File: src/rtl/checksum_pkg.sv
// Shared types and arithmetic for the streaming 1's-complement checksum.
package checksum_pkg;

    typedef enum logic [1:0] {
        IDLE   = 2'd0,
        ACCUM  = 2'd1,
        RESULT = 2'd2
    } state_t;

    localparam logic MODE_GEN = 1'b0;
    localparam logic MODE_VER = 1'b1;

    // Folded 1's-complement add on the low `width` bits (width <= 64).
    function automatic logic [63:0] ones_add(input logic [63:0] a,
                                             input logic [63:0] b,
                                             input int          width);
        logic [64:0] t;
        logic [63:0] mask;
        if (width >= 64) begin
            mask = {64{1'b1}};
        end else begin
            mask = (64'd1 << width) - 64'd1;
        end
        t = {1'b0, a & mask} + {1'b0, b & mask};
        return (t[63:0] & mask) + {63'd0, t[width]};
    endfunction

endpackage

File: src/rtl/stream_checksum_adder.sv
// Combinational WIDTH-bit 1's-complement adder with end-around carry.
module ones_comp_adder
    import checksum_pkg::*;
#(
    parameter int WIDTH = 8
) (
    input  logic [WIDTH-1:0] i_a,
    input  logic [WIDTH-1:0] i_b,
    output logic [WIDTH-1:0] o_sum
);

    assign o_sum = WIDTH'(ones_add(64'(i_a), 64'(i_b), WIDTH));

endmodule

File: src/rtl/stream_checksum.sv
// Streaming 1's-complement checksum: accumulates a packet of words and
// reports the checksum (generate) or a pass flag (verify) once per packet.
module stream_checksum
    import checksum_pkg::*;
#(
    parameter int              WIDTH     = 8,
    parameter int              MAX_WORDS = 16,
    parameter logic [WIDTH-1:0] SEED     = {WIDTH{1'b0}},
    localparam int             CW        = $clog2(MAX_WORDS + 1)
) (
    input  logic             clk,
    input  logic             rst_n,
    input  logic             mode,
    input  logic             abort,
    input  logic             s_valid,
    output logic             s_ready,
    input  logic [WIDTH-1:0] s_data,
    input  logic             s_last,
    output logic             m_valid,
    input  logic             m_ready,
    output logic [WIDTH-1:0] m_checksum,
    output logic             m_ok,
    output logic             m_err,
    output logic [CW-1:0]    m_count
);

    localparam logic [CW-1:0] MAX_CNT = CW'(MAX_WORDS);

    state_t           r_state;
    state_t           w_state_next;
    logic [WIDTH-1:0] r_acc;
    logic [CW-1:0]    r_count;
    logic             r_err;
    logic             r_mode;
    logic             r_s_ready;
    logic             r_m_valid;
    logic [WIDTH-1:0] r_m_checksum;
    logic             r_m_ok;
    logic             r_m_err;
    logic [CW-1:0]    r_m_count;

    logic             w_accept;
    logic             w_load;
    logic             w_clear;
    logic             w_overflow;
    logic             w_mode_eff;
    logic             w_err_next;
    logic [CW-1:0]    w_count_next;
    logic [WIDTH-1:0] w_base;
    logic [WIDTH-1:0] w_sum;

    // The first word of a packet always starts from SEED, whatever acc holds.
    assign w_base       = (r_state == IDLE) ? SEED : r_acc;
    assign w_accept     = s_valid & r_s_ready & ~abort;
    assign w_load       = w_accept & s_last;
    assign w_overflow   = w_accept & (r_count == MAX_CNT);
    assign w_err_next   = r_err | w_overflow;
    assign w_count_next = (r_count == MAX_CNT) ? r_count : (r_count + CW'(1));
    assign w_mode_eff   = (r_state == IDLE) ? mode : r_mode;

    ones_comp_adder #(
        .WIDTH (WIDTH)
    ) u_adder (
        .i_a   (w_base),
        .i_b   (s_data),
        .o_sum (w_sum)
    );

    // Next-state decode; w_clear flags every return to a fresh packet.
    always_comb begin
        w_state_next = r_state;
        w_clear      = 1'b0;
        case (r_state)
            IDLE, ACCUM: begin
                if (abort) begin
                    w_state_next = IDLE;
                    w_clear      = 1'b1;
                end else if (w_accept && s_last) begin
                    w_state_next = RESULT;
                end else if (w_accept) begin
                    w_state_next = ACCUM;
                end else begin
                    w_state_next = r_state;
                end
            end
            RESULT: begin
                if (m_ready) begin
                    w_state_next = IDLE;
                    w_clear      = 1'b1;
                end else begin
                    w_state_next = RESULT;
                end
            end
            default: begin
                w_state_next = IDLE;
                w_clear      = 1'b1;
            end
        endcase
    end

    // State and handshake flags, registered from the next state.
    always_ff @(posedge clk or negedge rst_n) begin
        if (!rst_n) begin
            r_state   <= IDLE;
            r_s_ready <= 1'b1;
            r_m_valid <= 1'b0;
        end else begin
            r_state   <= w_state_next;
            r_s_ready <= (w_state_next != RESULT);
            r_m_valid <= (w_state_next == RESULT);
        end
    end

    // Accumulator, word counter, overflow flag and sampled mode.
    always_ff @(posedge clk or negedge rst_n) begin
        if (!rst_n) begin
            r_acc   <= SEED;
            r_count <= {CW{1'b0}};
            r_err   <= 1'b0;
            r_mode  <= 1'b0;
        end else if (w_clear) begin
            r_acc   <= SEED;
            r_count <= {CW{1'b0}};
            r_err   <= 1'b0;
        end else if (w_accept) begin
            r_acc   <= w_sum;
            r_count <= w_count_next;
            r_err   <= w_err_next;
            if (r_state == IDLE) begin
                r_mode <= mode;
            end
        end
    end

    // Result registers, loaded once as the packet's last word is accepted.
    always_ff @(posedge clk or negedge rst_n) begin
        if (!rst_n) begin
            r_m_checksum <= {WIDTH{1'b0}};
            r_m_ok       <= 1'b0;
            r_m_err      <= 1'b0;
            r_m_count    <= {CW{1'b0}};
        end else if (w_load) begin
            r_m_checksum <= ~w_sum;
            r_m_ok       <= (w_mode_eff == MODE_VER) & (w_sum == {WIDTH{1'b1}});
            r_m_err      <= w_err_next;
            r_m_count    <= w_count_next;
        end
    end

    assign s_ready    = r_s_ready;
    assign m_valid    = r_m_valid;
    assign m_checksum = r_m_checksum;
    assign m_ok       = r_m_ok;
    assign m_err      = r_m_err;
    assign m_count    = r_m_count;

endmodule

File: config.mk
export PLATFORM = sky130hd
export DESIGN_NAME = stream_checksum
export DESIGN_NICKNAME = d
export VERILOG_FILES = /design/src/rtl/checksum_pkg.sv /design/src/rtl/stream_checksum_adder.sv /design/src/rtl/stream_checksum.sv
export SDC_FILE = /design/constraint.sdc
export NUM_CORES = 1
export LEC_CHECK = 0
export BUFFER_PORTS_ARGS = -buffer_cell sky130_fd_sc_hd__buf_4
export CAP_MARGIN = 5
export CORE_UTILIZATION = 40
export CTS_BUF_LIST = sky130_fd_sc_hd__clkbuf_4 sky130_fd_sc_hd__clkbuf_8
export DETAILED_ROUTE_END_ITERATION = 6
export GPL_TIMING_DRIVEN = 0
export SYNTH_ARGS = -nofsm -noshare
export SYNTH_HDL_FRONTEND = slang
export SYNTH_HIERARCHICAL = 1
export SYNTH_SLANG_ARGS = --single-unit
File: constraint.sdc
create_clock -name clk -period 9.3 [get_ports clk]
set_input_delay 1.395 -clock clk [delete_from_list [all_inputs] [get_ports clk]]
set_output_delay 1.395 -clock clk [all_outputs]
set_load 0.05 [all_outputs]
==> out/results.txt <==
The run finished with clean final reports. The tools report the worst setup margin as 5051 ps. The post-synthesis adder-cell area fraction came out at 0.08431. The maximum number of buffers from clock root to sink is 2. Maximum fanout along the worst path: 4. The mapped netlist covers 2018 sq um.

Once the clock tree was built, the setup fixing pass inserted 0 buffers. The first global-routing pass estimated 6768 microns of wire. The area share of and/or/nand/nor cells after synthesis was 0.2102; the count of pins over their slew limit was 0. The worst path in the final design needs a cycle of 4249 ps, including I/O delays and setup. The number of design-rule violations left by the first detailed-router iteration came out at 84. The worst setup path is of the in -> reg kind.

The share of cell area taken by muxes after synthesis was 0.01612; the depth of the worst register-to-register path was 18. In this run the most critical hold path is launched from m_count[2]. The cell count after synthesis came out at 196. Setup violations remaining at the end of the flow were counted as 0. The count of nets left with antenna violations once routing finished came out at 0. The tools report the number of diodes as 0.

TritonCTS built the clock tree. Ranked by total cell area, the synthesized netlist is headed by dfrtp_1 (41%), ha_1 (7.4%), o21ai_1 (4.0%). Timing would allow up to 235.4 MHz.

After synthesis, the largest family of logic cells by area is simple AND/OR/NAND/NOR gates. The first detailed-routing pass took 5 iterations. Number of warnings issued by yosys: 6. The endpoint identified for the worst register-to-register timing path is m_ok. In this run the clock root is driven by a clkbuf_8. For the die area, the log shows 5333 sq um.

The synthesized design contains 0 enable-type register cells. The number of different library cells used by synthesis comes to 54. OpenSTA, run right after detailed placement, puts the worst setup slack at 4696 ps. The die is 73.03 microns tall. Xor/xnor share of the synthesized area: 0.05146. The worst hold path terminates at m_count[2]. Max-cap violations in this run came to 0. Summing over every cut layer, the via total after detailed routing is 1563. The data arrival time of the critical path came out at 4440 ps. The mean instance size in the synthesized netlist came out at 10.30 sq um. The library cell occupying the most area in the post-synthesis netlist was dfrtp_1. The run gives 1415 as the number of global-route vias before repair.

The final routed DRC violation total is 0, and the effective utilization at floorplan is 0.4217. The pin count of the biggest net entering global routing is 35, and the aggregate negative setup slack is 0 ps. The sequential share of the synthesized area is 0.4222, and the number of nets produced by synthesis is 224.

The final layout contains routed wiring with a total length of 4189 microns. Buffers placed on the I/O ports in this run total 31. Row generation in the floorplan step produced 25 rows.

Counting instances in the post-synthesis netlist gives the leading cell types as dfrtp_1 (33), nand2_1 (18), o21ai_1 (16), ha_1 (12), nor2_1 (12). Counting flops and latches in the post-synthesis netlist gives 34. After clock tree synthesis, the clock-pin slew on the worst setup and hold paths is 70 ps. The clock insertion delay at the later pin of the skew report was 290 ps; the number of primary I/O pins was 32.

Routability-driven placement finished with a final weighted congestion of 0.7965. The area growth from synthesis to layout is 21.08%. Data on the critical path is required at its endpoint by 9490 ps. The H-tree generated during clock tree synthesis spans 2 levels.

After floorplanning, the core was sized to cover 4786 sq um. The total power density per cell area was 192.4 nW/um^2; the final routed wire length divided by cell count was 13.87 microns. By instance count, the leading cell after synthesis is dfrtp_1.

The worst setup path is captured at a register. Startpoint of the worst setup timing path: s_data[0]. STA classifies the critical path startpoint as an input pin. Setup repair after global routing left no endpoint under its margin.

The die width is 73.03 microns. The HPWL after detailed placement was 3132 microns; the share of synthesized flip-flops with an asynchronous set or reset was 1.000. The portion of synthesized cell area occupied by the leading cell type is 0.4092, and the register-to-register setup slack is 5330 ps.

For this design, the CTS-stage hold fixing added 0 buffers. The tools report the reg-to-reg critical path startpoint as r_state[1]. Summed over all cells, the static leakage comes to 0.001149 uW. In this run, CTS created clock tree buffers numbering 5.

The number of nets in the layout was 262; the final worst-path cycle share was 0.4569. The worst hold path passes through 2 cells. The leading register cell type out of synthesis is dfrtp_1.

The actual slew at the worst max-slew pin works out to 501.4 ps. The worst hold-check path type was reg -> reg. The highest ir drop seen on vdd was 0.1458 mV. The remaining max-slew budget at the tightest pin was 0.6658. Layout cell share with drive strength beyond 1: 0.2553.

Clock skew after layout: 5.862 ps. Final global-route overflow total: 0. The tools report the number of antenna violations at the first check in global routing as 0.

Once the clock tree was built, the resizer swapped 0 gates to a different size. The tools report the number of endpoints with negative hold slack in the final report as 0. The via-per-instance ratio is 5.175, and the global-route usage over all layers is 0.1698. The compound-gate portion of the synthesized area is 0.1903. Clock tree synthesis found a total of 34 sinks.
==> state kept, by name, summed over array words and instances, names as in the netlist, 2 cells and up <==
signal,cells
m_count,5
r_count,5
r_state,2
m_checksum,8
r_acc,8
==> worst max-delay path by stage <==
stage / end / slack (ps)
2_1_floorplan: m_ok / 5290
3_5_place_dp: m_ok / 4700
6_report: m_ok / 5050
4_1_cts: m_ok / 5010
5_1_grt: m_ok / 4740
3_3_place_gp: m_ok / 4740
==> metal layers <==
metal	GRT usage	routed length, microns	part of all wire	vias up
met4	0.06100	41	0.0098	0
li1	-	-	-	797
met5	0	0	0	-
met2	0.2387	1770	0.42	28
met3	0.04144	159	0.038	5
met1	0.2507	2217	0.53	733
==> cells by family after synthesis <==
kind of cell | Yosys count
simple gates | 75
compound gates | 50
flops | 34
fa+ha+maj | 13
xor+xnor | 11
buf+inv | 10
mux | 3
==> cells in the final DEF (no fill, tap or decap), drive strengths merged, types with 5 or more instances in the layout <==
| cell type | Yosys | final |
|---|---|---|
| xor2 | 8 | 8 |
| ha | 12 | 12 |
| buf | 5 | 36 |
| clkbuf | 2 | 7 |
| o21ai | 17 | 17 |
| a21oi | 8 | 8 |
| nor2b | 9 | 9 |
| dfrtp | 33 | 33 |
| nand2 | 18 | 18 |
| nor4 | 5 | 5 |
| nor3 | 5 | 5 |
| nor2 | 13 | 13 |
| a22o | 9 | 9 |
==> per-stage QoR <==
| step | cell area, sq um | std cells | util | power, uW | hold WS [ps] |
|---|---|---|---|---|---|
| after floorplan | 2018 | 196 | - | 293.2 | 457.4 |
| after CTS | 2444 | 302 | 0.5106 | 474.0 | 493.1 |
| final | 2444 | 302 | 0.5106 | 470.1 | 481.5 |
| after detailed placement | 2335 | 294 | 0.4878 | 340.7 | 477.6 |
| after global placement | 2335 | 294 | 0.4878 | 339.5 | 468.4 |
| after global routing | 2444 | 302 | 0.5106 | 493.0 | 504.0 |
==> area by class of cell <==
| cell class | instances | area [sq um] |
|---|---|---|
| Fill cell | 458 | 2342 |
| Multi-Input combinational cell | 152 | 1115 |
| Sequential cell | 34 | 852.1 |
| Timing Repair Buffer | 31 | 232.7 |
| Tap cell | 67 | 83.83 |
| Clock buffer | 5 | 68.82 |
| Clock inverter | 3 | 40.04 |
| Buffer | 7 | 40.04 |
| Inverter | 3 | 11.26 |
==> power by group <==
group / total, uW / internal (uW) / switching, uW
Combinational: 156 / 54.4 / 101
Sequential: 181 / 169 / 12.3
Clock: 133 / 78.8 / 54.0
==> critical path, cell delays in order <==
cell	delay, ps
buf_4	80
ha_1	210
fa_1	280
nand3_1	130
a21oi_2	310
o221ai_2	180
nand2b_1	90
a21o_1	150
ha_1	190
ha_1	180
nand2_1	50
nor3_1	260
nand3_1	140
xor2_1	320
nand4_1	150
o41ai_2	310
No activity file was read; power rests on OpenSTA's default activity.
